**src/rtl/apb_reg_slave.sv**
```systemverilog
`default_nettype none
// ============================================================================
// Module   : apb_reg_slave
// Brief    : APB completer with a word-addressed register bank, programmable
//            wait states and PSLVERR reporting; register 1 drives CTRL_OUT.
// Revision : 1.0 - initial release
// ============================================================================
module apb_reg_slave #(
    parameter int                    ADDR_WIDTH  = 32,
    parameter int                    DATA_WIDTH  = 32,
    parameter logic [ADDR_WIDTH-1:0] BASE_ADDR   = ADDR_WIDTH'(32'h100),
    parameter int                    NUM_REGS    = 16,
    parameter int                    WAIT_CYCLES = 2,
    parameter logic [DATA_WIDTH-1:0] ID_VALUE    = DATA_WIDTH'(32'hA5B0_0001)
) (
    input  logic                  HCLK,
    input  logic                  HRESET,
    input  logic                  PSEL,
    input  logic                  PENABLE,
    input  logic                  PWRITE,
    input  logic [ADDR_WIDTH-1:0] PADDR,
    input  logic [DATA_WIDTH-1:0] PWDATA,
    output logic [DATA_WIDTH-1:0] PRDATA,
    output logic                  PREADY,
    output logic                  PSLVERR,
    output logic [DATA_WIDTH-1:0] CTRL_OUT
);

    localparam int                    c_idx_w     = $clog2(NUM_REGS);
    localparam logic [ADDR_WIDTH-1:0] c_last_addr = BASE_ADDR + ADDR_WIDTH'(4 * NUM_REGS - 1);
    localparam logic [3:0]            c_wait_load = (WAIT_CYCLES == 0) ? 4'd0 : 4'(WAIT_CYCLES - 1);

    typedef enum logic [1:0] {
        S_IDLE = 2'd0,
        S_WAIT = 2'd1,
        S_RESP = 2'd2
    } state_t;

    state_t                  r_state;
    state_t                  w_state_nxt;
    logic [3:0]              r_cnt;
    logic [3:0]              w_cnt_nxt;
    logic [c_idx_w-1:0]      r_idx;
    logic                    r_write;
    logic                    r_err;
    logic [DATA_WIDTH-1:0]   r_wdata;

    logic                    w_setup;
    logic                    w_access;
    logic                    w_cap;
    logic                    w_we;
    logic                    w_pready_nxt;
    logic                    w_pslverr_nxt;
    logic [DATA_WIDTH-1:0]   w_prdata_nxt;

    logic [ADDR_WIDTH-1:0]   w_off;
    logic [c_idx_w-1:0]      w_idx;
    logic                    w_err;
    logic                    w_unused;
    logic [DATA_WIDTH-1:0]   w_regs [NUM_REGS];

    // Decode of the live bus; only consumed on the edge that samples a setup phase
    assign w_off    = PADDR - BASE_ADDR;
    assign w_idx    = w_off[c_idx_w+1:2];
    assign w_err    = (PADDR < BASE_ADDR) || (PADDR > c_last_addr) ||
                      (PADDR[1:0] != 2'b00) || (PWRITE && (w_idx == '0));
    assign w_unused = &{1'b0, w_off[ADDR_WIDTH-1:c_idx_w+2], w_off[1:0]};

    assign w_setup  = PSEL && !PENABLE;
    assign w_access = PSEL && PENABLE;

    assign w_regs[0] = ID_VALUE;
    assign CTRL_OUT  = w_regs[1];

    generate
        for (genvar gi = 1; gi < NUM_REGS; gi++) begin : g_regs
            logic [DATA_WIDTH-1:0] r_reg;
            always_ff @(posedge HCLK or posedge HRESET) begin
                if (HRESET) begin
                    r_reg <= '0;
                end else if (w_we && (r_idx == c_idx_w'(gi))) begin
                    r_reg <= r_wdata;
                end
            end
            assign w_regs[gi] = r_reg;
        end
    endgenerate

    always_comb begin
        w_state_nxt   = r_state;
        w_cnt_nxt     = r_cnt;
        w_pready_nxt  = 1'b0;
        w_pslverr_nxt = 1'b0;
        w_prdata_nxt  = '0;
        w_cap         = 1'b0;
        w_we          = 1'b0;

        case (r_state)
            S_IDLE: begin
                w_cap = w_setup;
            end
            S_WAIT: begin
                if (!PSEL) begin
                    w_state_nxt = S_IDLE;
                    w_cnt_nxt   = 4'd0;
                end else if (PENABLE) begin
                    if (r_cnt == 4'd0) begin
                        w_state_nxt   = S_RESP;
                        w_pready_nxt  = 1'b1;
                        w_pslverr_nxt = r_err;
                        w_prdata_nxt  = r_err ? '0 : w_regs[r_idx];
                    end else begin
                        w_cnt_nxt = r_cnt - 4'd1;
                    end
                end
            end
            S_RESP: begin
                w_we        = w_access && r_write && !r_err;
                w_cap       = w_setup;
                w_state_nxt = S_IDLE;
            end
            default: begin
                w_state_nxt = S_IDLE;
            end
        endcase

        // Shared setup handling for IDLE and back-to-back restart from RESP
        if (w_cap) begin
            if (WAIT_CYCLES == 0) begin
                w_state_nxt   = S_RESP;
                w_pready_nxt  = 1'b1;
                w_pslverr_nxt = w_err;
                w_prdata_nxt  = w_err ? '0 : w_regs[w_idx];
            end else begin
                w_state_nxt = S_WAIT;
                w_cnt_nxt   = c_wait_load;
            end
        end
    end

    always_ff @(posedge HCLK or posedge HRESET) begin
        if (HRESET) begin
            r_state <= S_IDLE;
            r_cnt   <= 4'd0;
            r_idx   <= '0;
            r_write <= 1'b0;
            r_err   <= 1'b0;
            r_wdata <= '0;
            PREADY  <= 1'b0;
            PSLVERR <= 1'b0;
            PRDATA  <= '0;
        end else begin
            r_state <= w_state_nxt;
            r_cnt   <= w_cnt_nxt;
            PREADY  <= w_pready_nxt;
            PSLVERR <= w_pslverr_nxt;
            PRDATA  <= w_prdata_nxt;
            if (w_cap) begin
                r_idx   <= w_idx;
                r_write <= PWRITE;
                r_err   <= w_err;
                r_wdata <= PWDATA;
            end
        end
    end

endmodule
`default_nettype wire
```
**config.mk**
```make
export PLATFORM = sky130hd
export DESIGN_NAME = apb_reg_slave
export DESIGN_NICKNAME = d
export VERILOG_FILES = /design/src/rtl/apb_reg_slave.sv
export SDC_FILE = /design/constraint.sdc
export NUM_CORES = 1
export LEC_CHECK = 0
export ABC_CLOCK_PERIOD_IN_PS = 56300
export CAP_MARGIN = 20
export CORE_MARGIN = 8
export CORE_UTILIZATION = 65
export DETAILED_ROUTE_END_ITERATION = 7
export PLACE_DENSITY = 0.85
export SYNTH_ARGS = -nofsm -noshare
export SYNTH_HDL_FRONTEND = slang
export SYNTH_SLANG_ARGS = --single-unit
```
**constraint.sdc**
```tcl
create_clock -name HCLK -period 56.3 [get_ports HCLK]
set_input_delay 8.445 -clock HCLK [delete_from_list [all_inputs] [get_ports HCLK]]
set_output_delay 8.445 -clock HCLK [all_outputs]
set_load 0.01 [all_outputs]
```
==> summary.txt <==
Outcome
  • Outcome: finished clean

Global routing
  • GRT Overall Usage: a little over a quarter
  • Largest net degree at the start of global routing: ~140
  • GRT Residual Overflow: 0
  • Antenna violations before repair: 1
  • First-pass GRT wire length: 92.5 mm
  • Vias in the first global route: 16148

Clock tree
  • CTS H-tree depth: 2
  • Clk buf depth: 3
  • Setup bufs post-CTS: 0
  • CTS Buf Count: 55
  • Sink Count: between 500 and 600
  • Post-cts resize count: 0
  • Hold-fix buffers at CTS: 0
  • Skew-Pair Late Insertion Delay: roughly 0.59 ns
  • CTS tree: done
  • CTS Root Cell: clkbuf_16
  • Clk slew on worst S/H paths: around 0.060 ns

Timing
  • Worst Skew: 0.0174 ns
  • Final hold vios: 0
  • RSZ-0062 raised after global routing: no
  • Slew HR: 27.1%
  • Fin crit share: a little under 20%
  • # setup viols final: 0
  • Min Tclk post-route: about 11 ns
  • FMAX: between 0.08 and 0.09 GHz
  • Hold_ws: between 0.4 and 0.5 ns
  • Slew of the pin with the lowest slew margin: roughly 1.1 ns
  • Final Max Tran Viols: 0
  • Setup TNS: 0 ns

Power
  • Worst ir drop on vdd: about 0.026 mV
  • Gate power share: ~7.8%
  • Clock power share: between 40% and 50%
  • Switching portion of total power: between 20% and 30%
  • Int Pwr: 0.680 mW
  • Leak pwr: 13.6 nW
  • Switching pwr: approximately 0.23 mW
  • Sequential Power Share: slightly below 50%
  • Power per Cell Area: roughly 32 nW/um^2

Placed design
  • Global placement routability congestion: just under 0.8
  • I/O Buffers: around 130
  • Post-DP HPWL: 32.9 mm

Synth
  • Syn Inst Count: ~1600
  • Largest area contributor in the netlist: dfrtp_1
  • Top FF cell, synth: dfrtp_1
  • Synth top cells by count: dfrtp_1, mux2_2, mux2i_1, mux4_2, clkbuf_1
  • Count leader, synth: dfrtp_1
  • Yosys warns: 0
  • Area of the mapped netlist: approximately 25000 sq um
  • Total nets after synthesis: approximately 1700
  • Seq/Total Area, Yosys: around 57%
  • EDFF count, synth: 0
  • Synth area leaders: dfrtp_1, mux2_2, mux4_2
  • FFs w/ async S/R, synth: 100%
  • Synth top area share: between 50% and 60%
  • Seq cells post-synth: around 560
  • Netlist cell types: 47
  • Avg Cell Area, Syn: 15.0 sq um

Critical path
  • CP max stage cell: nor3_4
  • Crit. End Element: flop
  • Max Fanout on Critical Path: 17
  • CP Data Required Time: roughly 57 ns
  • WS Path Type: in -> reg
  • CP arrival: 11.60 ns
  • Critical-path cell list: clkdlybuf4s50_1 -> nand4b_4 -> or2_1 -> nor3_4 -> buf_4 -> mux2_2
  • Largest stage delay, worst path: about 0.97 ns
  • Startpoint types: input pin

Finish
  • Fin util: about three quarters
  • Multi-input logic area: between 9000 and 10000 sq um
  • Share of layout cells above drive strength 1: between 40 and 50%
  • Layout net count: 1793
  • Reg area: between 10000 and 15000 sq um
  • P&R area growth vs syn: 14.8%
  • Inserted Diodes: 0
  • Max reg flops: around 450
  • Filler cells: ~2200

Routing
  • Remaining antenna violation count: 0
  • Iteration-0 DRC Markers: about 1000
  • Vias/cell: ~6.4
  • Routed wire length: approximately 58 mm
  • DR pass1 iterations: 5
  • WL/cell: between 20 and 30 microns
  • DRC: 0
  • Via count: about 15000

Floorplan
  • IO Count: between 100 and 150
  • Die width: 210 microns
  • FP Rows: between 70 and 80
  • Initial Util: between 60% and 70%
  • Die area: roughly 44000 sq um
  • Core area: between 30000 and 40000 sq um
  • Chip height: 210 microns

Flow run
  • Max Cap Violations: 0

Hold path
  • Min-delay worst type: reg -> reg
-- final cells by class --
type                            instances  share of cell area [%]
Sequential cell                       558                    49.6
Multi-Input combinational cell        924                    35.0
Timing Repair Buffer                  169                    5.92
Clock buffer                           81                    5.80
Tap cell                              511                    2.27
Clock inverter                         18                    1.15
Inverter                               14                   0.213
-- stage by stage --
stage	worst slack, ns	instances	cell area [sq um]	power (mW)
detailed placement	44.60	2171	26100	0.520
global route	45.10	2275	28200	0.936
finish	45.16	2275	28200	0.908
CTS	45.19	2270	28100	0.912
global placement	44.72	2171	26100	0.517
floorplan	32.25	1631	24500	0.490
-- worst max-delay path: cells and delay by family --
family        cells  cell delay [ns]
mux               1             0.38
simple gates      3             1.61
buf+inv           2             1.12
-- power by group through the flow --
stage          clock network (mW)  registers [mW]  logic (mW)
2_1_floorplan                   0           0.422      0.0683
3_3_place_gp                    0           0.449      0.0677
3_5_place_dp                    0           0.450      0.0693
4_1_cts                     0.399           0.444      0.0700
5_1_grt                     0.414           0.447      0.0753
6_report                    0.394           0.444      0.0704
-- layer usage --
| metal | wire length, microns | global-route usage [%] | up-vias | share of wire [%] |
|---|---|---|---|---|
| met2 | 29700 | 45.5 | 470 | 51 |
| li1 | - | - | 6199 | - |
| met4 | 1840 | 11.0 | 0 | 3.2 |
| met1 | 23200 | 33.6 | 7849 | 40 |
| met5 | 0 | 0 | - | 0 |
| met3 | 3090 | 4.86 | 128 | 5.4 |
-- cells in the final DEF (no fill, tap or decap), types with 2 or more instances in the layout --
master,Yosys,layout
a211oi_1,25,25
a21oi_1,4,4
a221oi_1,9,9
a22oi_1,32,32
a41oi_1,2,2
and2_1,3,2
buf_12,0,2
buf_16,0,2
buf_4,13,31
bufinv_16,0,9
clkbuf_1,56,10
clkbuf_16,0,55
clkbuf_8,0,16
clkdlybuf4s50_1,0,134
clkinv_2,0,6
dfrtp_1,558,555
dfrtp_4,0,3
ha_1,2,2
inv_1,14,13
mux2_1,20,20
mux2_2,499,499
mux2i_1,94,94
mux4_2,64,64
nand2_1,22,21
nand2b_1,7,7
nand3_1,3,2
nor2_1,32,30
nor2b_1,3,3
nor3_1,5,5
nor3_4,5,5
nor4_1,7,7
nor4_2,4,2
nor4_4,1,3
o21ai_0,27,27
o21ai_1,7,7
o22ai_1,31,31
-- logic make-up (layout without fill, tap and decap cells) --
kind of cell               after synthesis  after routing  share of synthesized area (%)
DFF                                    558            558                           56.9
and+or+nand+nor                        104            104                           2.63
AOI/OAI and AO/OA                      141            141                           3.83
muxes                                  677            677                           33.5
buffers and inverters                  149            282                           2.99
adders and majority gates                2              2                          0.102
-- worst paths after layout --
check	start	end	slack [ns]	cells past startpoint
worst min-delay path	g_regs[12].r_reg[0]$_DFFE_PP0P_	g_regs[12].r_reg[0]$_DFFE_PP0P_	0.48	1
min in group asynchronous	HRESET	g_regs[6].r_reg[3]$_DFFE_PP0P_	8.44	2
max in group asynchronous	HRESET	g_regs[2].r_reg[27]$_DFFE_PP0P_	45.66	4
worst max-delay path	PENABLE	g_regs[11].r_reg[0]$_DFFE_PP0P_	45.16	6
worst max register to register	r_idx[1]$_DFFE_PP0P_	PRDATA[0]$_DFF_PP0_	52.85	5
worst min register to register	g_regs[12].r_reg[0]$_DFFE_PP0P_	g_regs[12].r_reg[0]$_DFFE_PP0P_	0.48	1
Power figures use the tool's default switching activity.
